`config.mk`:
```
export PLATFORM = sky130hd
export DESIGN_NAME = dmem_port
export DESIGN_NICKNAME = d
export VERILOG_FILES = /design/src/rtl/rv32i_types.sv /design/src/rtl/dmem_align.sv /design/src/rtl/dmem_port.sv
export SDC_FILE = /design/constraint.sdc
export NUM_CORES = 1
export LEC_CHECK = 0
export ABC_AREA = 1
export CAP_MARGIN = 0
export CORE_MARGIN = 1.5
export CORE_UTILIZATION = 35
export DETAILED_ROUTE_END_ITERATION = 10
export PLACE_DENSITY = 0.75
export SYNTH_ARGS = -nofsm -noshare
export SYNTH_HDL_FRONTEND = slang
export SYNTH_SLANG_ARGS = --single-unit
```
`constraint.sdc`:
```
create_clock -name clk -period 1.8 [get_ports clk]
set_input_delay 0.36 -clock clk [delete_from_list [all_inputs] [get_ports clk]]
set_output_delay 0.36 -clock clk [all_outputs]
set_load 0.05 [all_outputs]
```
`src/rtl/rv32i_types.sv`:
```
// Types and constants that the RV32I memory-stage port shares with the writeback stage.
package rv32i_types;

  typedef enum logic [2:0] {
    la_nothing = 3'd0,
    la_lw      = 3'd1,
    la_lhw_l   = 3'd2,
    la_lhw_u   = 3'd3,
    la_lb_l    = 3'd4,
    la_lb_ml   = 3'd5,
    la_lb_mu   = 3'd6,
    la_lb_u    = 3'd7
  } load_align_t;

  typedef enum logic [1:0] {
    IDLE  = 2'd0,
    BUSY  = 2'd1,
    FAULT = 2'd2
  } dport_state_t;

  localparam logic [2:0] F3_B  = 3'b000;
  localparam logic [2:0] F3_H  = 3'b001;
  localparam logic [2:0] F3_W  = 3'b010;
  localparam logic [2:0] F3_BU = 3'b100;
  localparam logic [2:0] F3_HU = 3'b101;

endpackage

```
`src/rtl/dmem_align.sv`:
```
// Combinational lane decode: alignment check, byte-lane mask, store data replication
// and the writeback lane code for a load/store request.
module dmem_align
  import rv32i_types::*;
(
  input  logic        store,
  input  logic [2:0]  funct3,
  input  logic [1:0]  addr_lo,
  input  logic [31:0] wdata,
  output logic        misalign,
  output logic [3:0]  lane_mask,
  output logic [31:0] wdata_rep,
  output load_align_t load_align
);

  always_comb begin
    misalign   = 1'b0;
    lane_mask  = 4'b0000;
    wdata_rep  = wdata;
    load_align = la_nothing;
    case (funct3)
      F3_B, F3_BU: begin
        // Unsigned variants only exist for loads.
        misalign  = store && (funct3 == F3_BU);
        lane_mask = 4'b0001 << addr_lo;
        wdata_rep = {4{wdata[7:0]}};
        case (addr_lo)
          2'd0:    load_align = la_lb_l;
          2'd1:    load_align = la_lb_ml;
          2'd2:    load_align = la_lb_mu;
          default: load_align = la_lb_u;
        endcase
      end
      F3_H, F3_HU: begin
        misalign   = addr_lo[0] || (store && (funct3 == F3_HU));
        lane_mask  = addr_lo[1] ? 4'b1100 : 4'b0011;
        wdata_rep  = {2{wdata[15:0]}};
        load_align = addr_lo[1] ? la_lhw_u : la_lhw_l;
      end
      F3_W: begin
        misalign   = (addr_lo != 2'b00);
        lane_mask  = 4'b1111;
        load_align = la_lw;
      end
      default: misalign = 1'b1;
    endcase
    if (store) load_align = la_nothing;
  end

endmodule

```
`src/rtl/dmem_port.sv`:
```
// Memory-stage data port: captures one load/store, holds the dmem request stable
// until dmem_resp (or an optional timeout), and reports a one-cycle completion pulse.
module dmem_port
  import rv32i_types::*;
#(
  parameter int WAIT_LIMIT = 0
) (
  input  logic        clk,
  input  logic        rst_n,
  input  logic        req_valid,
  input  logic        req_store,
  input  logic [2:0]  req_funct3,
  input  logic [31:0] req_addr,
  input  logic [31:0] req_wdata,
  output logic        stall,
  output logic        rsp_valid,
  output logic [31:0] rsp_rdata,
  output load_align_t rsp_load_align,
  output logic        rsp_misalign,
  output logic        rsp_timeout,
  output logic [31:0] dmem_addr,
  output logic [3:0]  dmem_rmask,
  output logic [3:0]  dmem_wmask,
  output logic [31:0] dmem_wdata,
  input  logic        dmem_resp,
  input  logic [31:0] dmem_rdata
);

  localparam int CW = (WAIT_LIMIT > 0) ? $clog2(WAIT_LIMIT + 1) : 1;
  localparam logic [CW-1:0] LIMIT_LAST = (WAIT_LIMIT > 0) ? CW'(WAIT_LIMIT - 1) : '0;

  dport_state_t state_q, state_d;
  logic [29:0]  addr_q, addr_d;
  logic         store_q, store_d;
  logic [3:0]   rmask_q, rmask_d;
  logic [3:0]   wmask_q, wmask_d;
  logic [31:0]  wdata_q, wdata_d;
  load_align_t  align_q, align_d;
  logic [CW-1:0] wait_q, wait_d;

  logic         a_misalign;
  logic [3:0]   a_mask;
  logic [31:0]  a_wdata;
  load_align_t  a_align;
  logic         timeout_hit;

  dmem_align u_align (
    .store      (req_store),
    .funct3     (req_funct3),
    .addr_lo    (req_addr[1:0]),
    .wdata      (req_wdata),
    .misalign   (a_misalign),
    .lane_mask  (a_mask),
    .wdata_rep  (a_wdata),
    .load_align (a_align)
  );

  always_ff @(posedge clk or negedge rst_n) begin
    if (!rst_n) begin
      state_q <= IDLE;
      addr_q  <= '0;
      store_q <= 1'b0;
      rmask_q <= '0;
      wmask_q <= '0;
      wdata_q <= '0;
      align_q <= la_nothing;
      wait_q  <= '0;
    end else begin
      state_q <= state_d;
      addr_q  <= addr_d;
      store_q <= store_d;
      rmask_q <= rmask_d;
      wmask_q <= wmask_d;
      wdata_q <= wdata_d;
      align_q <= align_d;
      wait_q  <= wait_d;
    end
  end

  always_comb begin
    state_d        = state_q;
    addr_d         = addr_q;
    store_d        = store_q;
    rmask_d        = rmask_q;
    wmask_d        = wmask_q;
    wdata_d        = wdata_q;
    align_d        = align_q;
    wait_d         = wait_q;
    stall          = 1'b0;
    rsp_valid      = 1'b0;
    rsp_rdata      = '0;
    rsp_load_align = la_nothing;
    rsp_misalign   = 1'b0;
    rsp_timeout    = 1'b0;
    timeout_hit    = (WAIT_LIMIT > 0) && (wait_q == LIMIT_LAST);
    case (state_q)
      IDLE: begin
        if (req_valid) begin
          stall = 1'b1;
          if (a_misalign) begin
            state_d = FAULT;
          end else begin
            state_d = BUSY;
            addr_d  = req_addr[31:2];
            store_d = req_store;
            rmask_d = req_store ? 4'b0000 : a_mask;
            wmask_d = req_store ? a_mask : 4'b0000;
            wdata_d = a_wdata;
            align_d = a_align;
            wait_d  = '0;
          end
        end
      end
      BUSY: begin
        // A response arriving in the timeout cycle still counts as a normal completion.
        if (dmem_resp) begin
          rsp_valid      = 1'b1;
          rsp_rdata      = store_q ? 32'h0 : dmem_rdata;
          rsp_load_align = align_q;
          state_d        = IDLE;
        end else begin
          stall = 1'b1;
          if (timeout_hit) begin
            rsp_valid      = 1'b1;
            rsp_timeout    = 1'b1;
            rsp_load_align = align_q;
            state_d        = IDLE;
          end else if (WAIT_LIMIT > 0) begin
            wait_d = wait_q + 1'b1;
          end
        end
      end
      FAULT: begin
        rsp_valid    = 1'b1;
        rsp_misalign = 1'b1;
        state_d      = IDLE;
      end
      default: state_d = IDLE;
    endcase
    if (!rst_n) stall = 1'b0;
  end

  assign dmem_addr  = {addr_q, 2'b00};
  assign dmem_wdata = wdata_q;
  assign dmem_rmask = (state_q == BUSY) ? rmask_q : 4'b0000;
  assign dmem_wmask = (state_q == BUSY) ? wmask_q : 4'b0000;

endmodule

```
==> flow_summary.toml, run 1 <==
[outcome]
status = "complete, but fails checks"
violations = "setup timing"

[timing]
report.final.hold_viol_count = 0
period_share_pct = 117
rsz0062_at_grt = "yes"
layout_setup_ws_ns = -0.310
max_freq_mhz = 474
min_period_ns = 2.11
setup_violations = 43
fin_skew_ns = 0.00641
drv_slew = 0

[setup_path]
start_kind = "flop"
path_common_cell = "buf_12"
slowest_stage = "dfrtp_1"
worstPathMaxFanout = 10
critical_path.top_delay_family = "simple AND/OR/NAND/NOR gates"
critPathBufInv = 3
cp_slowest_stage_delay_ns = 0.40
cp_data_required_time_ns = 1.44
cp_num_cells = 7
crit_chain = "inv_2 -> ha_4 -> nand2_4 -> or2_4 -> buf_12 -> nor2_4 -> buf_12"
crit_type = "reg2out"
endpoint_kind = "output port"
crit_arrival_ns = 1.75
reg2reg_depth = 10

[synthesis]
ys_types = 20
synth-seq-area-share_pct = 48.6
synth.largest_area_cell = "dfrtp_1"
yosys_warnings = 0
synth_area_leaders = "dfrtp_1 (49%), nand2_1 (30%), inv_1 (5.7%)"
synth_top_cell_area_share_pct = 48.6
synth_seq_cells = 76
syn-instance-count = 562
syn-cell-area_sq_um = 3910
syn_area_per_cell_sq_um = 6.96

[global_routing]
grt_max_degree = 77
overflow = 0
grt_pass1_wl_microns = 19800
track_usage_pct = 21.5
grt_antenna_before_repair = 0
grt_pass1_vias = 4180

[clock_network]
clock_sinks = 76
clk_root_buffer_cell = "clkbuf_8"
clk_pin_slew_ns = 0.07
cts_tree = "yes"
worstSkewPairLatency_ns = 0.34
cts.htree.levels = 3
cts_hold_buf = 0
cts_buffer_depth = 2
cts_buffers = 9

[final_layout]
fillers = 857
area_growth_pct = 88.4
final_cells = 943
drive_gt1_share_pct = 29.4
finalInstanceArea_sq_um = 7370
multi_input_area_sq_um = 1950
insertedDiodeCount = 0
final_cell_mix = "nand2_1 (299), clkdlybuf4s50_1 (102), buf_4 (92), dfrtp_1 (76), buf_12 (55)"
utilization_pct = 67.7
nets = 908
ff_latch_area_sq_um = 1900
layout_commonest_cell = "nand2_1"

[pwr]
pwr_density_cell_nw_per_um2 = 1490
ir_drop_uv = 988
power_leakage_nw = 3.89
total_power_mw = 11.0

[detailed_routing]
wl_per_cell_microns = 13.4
drtAntennaViolNets = 0
firstDrtPassIters = 4
routed_wl_microns = 12600
drc = 0
drt-vias-per-instance = 4.54
dr.first_iter.drc_count = 186
vias = 4282

[floorplanning]
row_count = 38
start_util_pct = 35.9
coreArea_sq_um = 10900
die_w_microns = 109
num_io_pins = 215
die_h_microns = 109
dieArea_sq_um = 11800

[place]
gp_congestion = 0.847
place.detailed.hpwl_microns = 9580
port_buffers = 211
dpl_cell_area_sq_um = 6890
placed_cells = 917

[worst_hold_path]
hold_path.class = "in2async"

[run]
maxCapViolCount = 0
[cells in the mapped netlist (all sizes together)]
cell type  instances
a21boi             2
or2                1
buf               28
inv               62
clkbuf             3
ha                 3
nand2            311
o21ai              2
dfrtp             76
nand3             27
nor2              44
a211oi             1
conb               1
nand4              1
[state kept, by name (all words and copies together), names as in the netlist]
name        flops
store_q         1
state_q         2
align_q         3
dmem_wdata     32
wmask_q         4
addr_q         30
rmask_q         4
[final cells by class]
cell class / count / share of cell area [%]
clock inverter: 3 / 0.544
sequential: 76 / 25.8
clock buffer: 10 / 1.87
inverter: 62 / 3.23
timing repair buffer: 257 / 39.6
multi-input combinational: 395 / 26.5
tap: 140 / 2.38
[path summary, 6_finish.rpt]
kind / start / end / slack (ns)
worst max register to register: state_q[0] / dmem_wdata[13] / 0.08
worst max-delay path: state_q[1] / rsp_rdata[10] / -0.31
worst min-delay path: rst_n / dmem_wdata[14] / 0.07
min in group clk: dmem_wdata[2] / dmem_wdata[2] / 0.48
max in group asynchronous: rst_n / wmask_q[3] / 1.40
worst min register to register: dmem_wdata[2] / dmem_wdata[2] / 0.48
[metrics by stage]
stage / setup slack, ns / hold slack, ns / TNS (ns)
6_report: -0.310 / 0.0694 / -9.95
5_1_grt: -0.379 / 0.101 / -13.30
4_1_cts: -0.316 / 0.0855 / -10.57
3_5_place_dp: -0.248 / 0.459 / -16.16
3_3_place_gp: -0.235 / 0.451 / -11.93
2_1_floorplan: -0.170 / 0.0644 / -4.84
[worst reg2reg max path: stages, from the launching register on]
cell,delay [ns]
dfrtp_1,0.42
buf_4,0.16
buf_6,0.12
inv_6,0.06
ha_4,0.15
nand2_4,0.06
buf_4,0.14
nor2_4,0.14
buf_12,0.22
nand2_1,0.11
nand2_1,0.06
[kinds of logic (layout without fill, tap and decap cells)]
group | Yosys count | in the layout | synth area share, %
AOI/OAI and AO/OA | 5 | 5 | 0.832
adders and majority gates | 3 | 3 | 0.960
buffers and inverters | 93 | 332 | 11.6
DFF | 76 | 76 | 48.6
other | 1 | 3 | 0.0959
and+or+nand+nor | 384 | 384 | 37.9
[repair_timing]
action                     4_1_cts  5_1_grt
setup endpoints to repair       45       45
gates resized for setup         44        9
setup buffers                    9        5
hold endpoints to repair         0        0
pin swaps                        4        7
cloned                           1        0
[per-layer routing]
layer	GRT usage (%)	share of wire [%]	routed length [microns]	vias to the layer above
met5	0	0	0	-
met1	24.9	39	4900	1969
met2	37.8	50	6350	176
met3	5.68	9.3	1170	17
met4	8.08	1.7	221	0
li1	-	-	-	2120
[where the power goes]
group          internal [mW]  total, mW  switching (mW)
registers               2.47       2.94           0.464
clock network          0.651       1.23           0.575
logic                   2.42       6.81            4.39
total                   5.54       11.0            5.43
No activity file was read; power rests on OpenSTA's default activity.
==> run 2, diff against run 1 <==
--- a/config.mk
+++ b/config.mk
@@ -6,7 +6,7 @@
 export NUM_CORES = 1
 export LEC_CHECK = 0
 export ABC_AREA = 1
-export CAP_MARGIN = 0
+export CAP_MARGIN = 25
 export CORE_MARGIN = 1.5
 export CORE_UTILIZATION = 35
 export DETAILED_ROUTE_END_ITERATION = 10
==> results of run 2 <==
Same layout as run 1: the final DEF is identical, and so are final timing and power.
==> run 3, diff against run 2 <==
--- a/config.mk
+++ b/config.mk
@@ -8,9 +8,9 @@
 export ABC_AREA = 1
 export CAP_MARGIN = 25
 export CORE_MARGIN = 1.5
-export CORE_UTILIZATION = 35
+export CORE_UTILIZATION = 39
 export DETAILED_ROUTE_END_ITERATION = 10
-export PLACE_DENSITY = 0.75
+export PLACE_DENSITY = 0.79
 export SYNTH_ARGS = -nofsm -noshare
 export SYNTH_HDL_FRONTEND = slang
 export SYNTH_SLANG_ARGS = --single-unit
==> constraint.sdc (replaced) <==
create_clock -name clk -period 2.1 [get_ports clk]
set_input_delay 0.42 -clock clk [delete_from_list [all_inputs] [get_ports clk]]
set_output_delay 0.42 -clock clk [all_outputs]
set_load 0.05 [all_outputs]
==> flow_summary.toml, run 3 (same netlist as run 1, synthesis figures left out) <==
[floorplanning]
dieArea_sq_um = 10600
num_io_pins = 215
row_count = 36
start_util_pct = 40.2
coreArea_sq_um = 9730
die_w_microns = 103
die_h_microns = 103

[timing]
drv_slew = 0
min_period_ns = 2.21
slew_headroom_pct = 61.3
layout_setup_ws_ns = -0.111
setup_violations = 32
report.final.hold_viol_count = 0
rsz0062_at_grt = "yes"
tightestPinTransition_ns = 0.578
fin_skew_ns = 0.00573
max_freq_mhz = 452
period_share_pct = 105

[setup_path]
rr_endpoint = "addr_q[11]"
ff2ff_setup_slack_ns = 0.21
cp_data_required_time_ns = 1.68
endpoint_kind = "output port"
start_kind = "flop"
reg2reg_depth = 8
reg2reg_from = "state_q[0]"
worstPathMaxFanout = 8
crit_type = "reg2out"
crit_arrival_ns = 1.79

[detailed_routing]
drc = 0
routed_wl_microns = 13500
dr.first_iter.drc_count = 203
wl_per_cell_microns = 14.7
drt-vias-per-instance = 4.69
firstDrtPassIters = 4
vias = 4305
drtAntennaViolNets = 0

[final_layout]
final_cell_mix = "nand2_1 (309), clkdlybuf4s50_1 (162), dfrtp_1 (76), inv_1 (58), buf_12 (49)"
final_cells = 917
insertedDiodeCount = 0
nets = 887
largest_reg_flops = 32
area_growth_pct = 83.5
drive_gt1_share_pct = 17.0
layout_commonest_cell = "nand2_1"

[global_routing]
track_usage_pct = 25.3
overflow = 0
grt_pass1_wl_microns = 20700
grt_max_degree = 44
gr-usage-met3_pct = 7.12
grt_pass1_vias = 4360
busiest_layer = "met2"
use_met2_pct = 45.0
grtUsageMet1_pct = 27.8
grt_antenna_before_repair = 0

[clock_network]
worstSkewPairLatency_ns = 0.34
clk_root_buffer_cell = "clkbuf_8"
cts.htree.levels = 3
cts_buffer_depth = 2
clock_sinks = 76
cts_buffers = 9
cts_tree = "yes"
clk_pin_slew_ns = 0.08

[place]
place.detailed.hpwl_microns = 10300
dp_slack_ns = -0.207
placed_cells = 897
gp_congestion = 0.818
port_buffers = 211

[pwr]
power_leakage_nw = 3.66
pwr_density_cell_nw_per_um2 = 1290
ir_drop_uv = 956

[worst_hold_path]
hold_path.class = "in2async"

[outcome]
violations = "setup timing"
status = "complete, but fails checks"

[run]
maxCapViolCount = 0
==> run 3: changes by cell type in the layout (fill, tap and decap cells not counted), moves of 4 or more <==
cell,previous run,this run
buf_4,92,21
clkdlybuf4s50_1,102,162
inv_1,48,58
nand2_1,299,309
inv_2,13,4
buf_12,55,49
buf_6,7,1
nand2_2,6,1
nand2_4,6,1
nor2_4,36,32
==> run 3: area by class of cell <==
type	count	area (sq um)
Multi-Input combinational cell	395	1850
Clock buffer	10	138
Clock inverter	5	52.6
Fill cell	742	2550
Inverter	62	233
Sequential cell	76	1900
Timing Repair Buffer	236	2830
Tap cell	133	166
==> run 3: worst max path at each step <==
stage	start	cells past startpoint	slack (ns)	endpoint
floorplan	state_q[1]	7	-0.21	rsp_rdata[0]
global placement	dmem_resp	6	-0.15	rsp_rdata[3]
detailed placement	dmem_resp	6	-0.21	rsp_rdata[3]
CTS	state_q[1]	7	-0.12	rsp_rdata[19]
global route	state_q[1]	7	-0.17	rsp_rdata[3]
finish	state_q[1]	7	-0.11	rsp_rdata[23]
==> run 3: through the flow <==
stage | power [mW] | TNS, ns | hold slack, ns | util (%) | area, sq um
6_report | 9.25 | -2.79 | 0.457 | 73.7 | 7170
5_1_grt | 9.73 | -4.68 | 0.450 | 73.7 | 7170
4_1_cts | 9.25 | -2.76 | 0.431 | 73.2 | 7120
3_5_place_dp | 8.03 | -5.09 | 0.267 | 70.1 | 6820
3_3_place_gp | 7.91 | -3.90 | 0.266 | 70.1 | 6820
2_1_floorplan | 5.90 | -0.536 | 0.124 | - | 4140
==> run 3: per-layer routing <==
| metal | vias to the layer above | wire length [microns] |
|---|---|---|
| li1 | 2076 | - |
| met1 | 2009 | 4950 |
| met2 | 189 | 6980 |
| met3 | 31 | 1210 |
| met4 | 0 | 375 |
| met5 | - | 0 |
==> run 3: report_power, final <==
part | switching, mW | total, mW | internal (mW)
Clock | 0.523 | 1.09 | 0.569
Combinational | 3.68 | 5.66 | 1.98
Sequential | 0.377 | 2.49 | 2.12
==> run 3: repair_timing <==
action / CTS / global route
hold buffers: 1 / 0
buffers inserted: 2 / 1
cloned: 1 / 1
pin swaps: 5 / 4
hold endpoints to repair: 9 / 0
gates resized for setup: 16 / 7
endpoints found under the setup margin: 33 / 37
==> run 3: worst max-delay path, cell delays in order (launching register included) <==
cell	delay [ns]
dfrtp_1	0.40
inv_2	0.09
ha_4	0.15
nand2_4	0.05
or2_4	0.32
clkbuf_16	0.20
nor2_4	0.11
buf_12	0.14
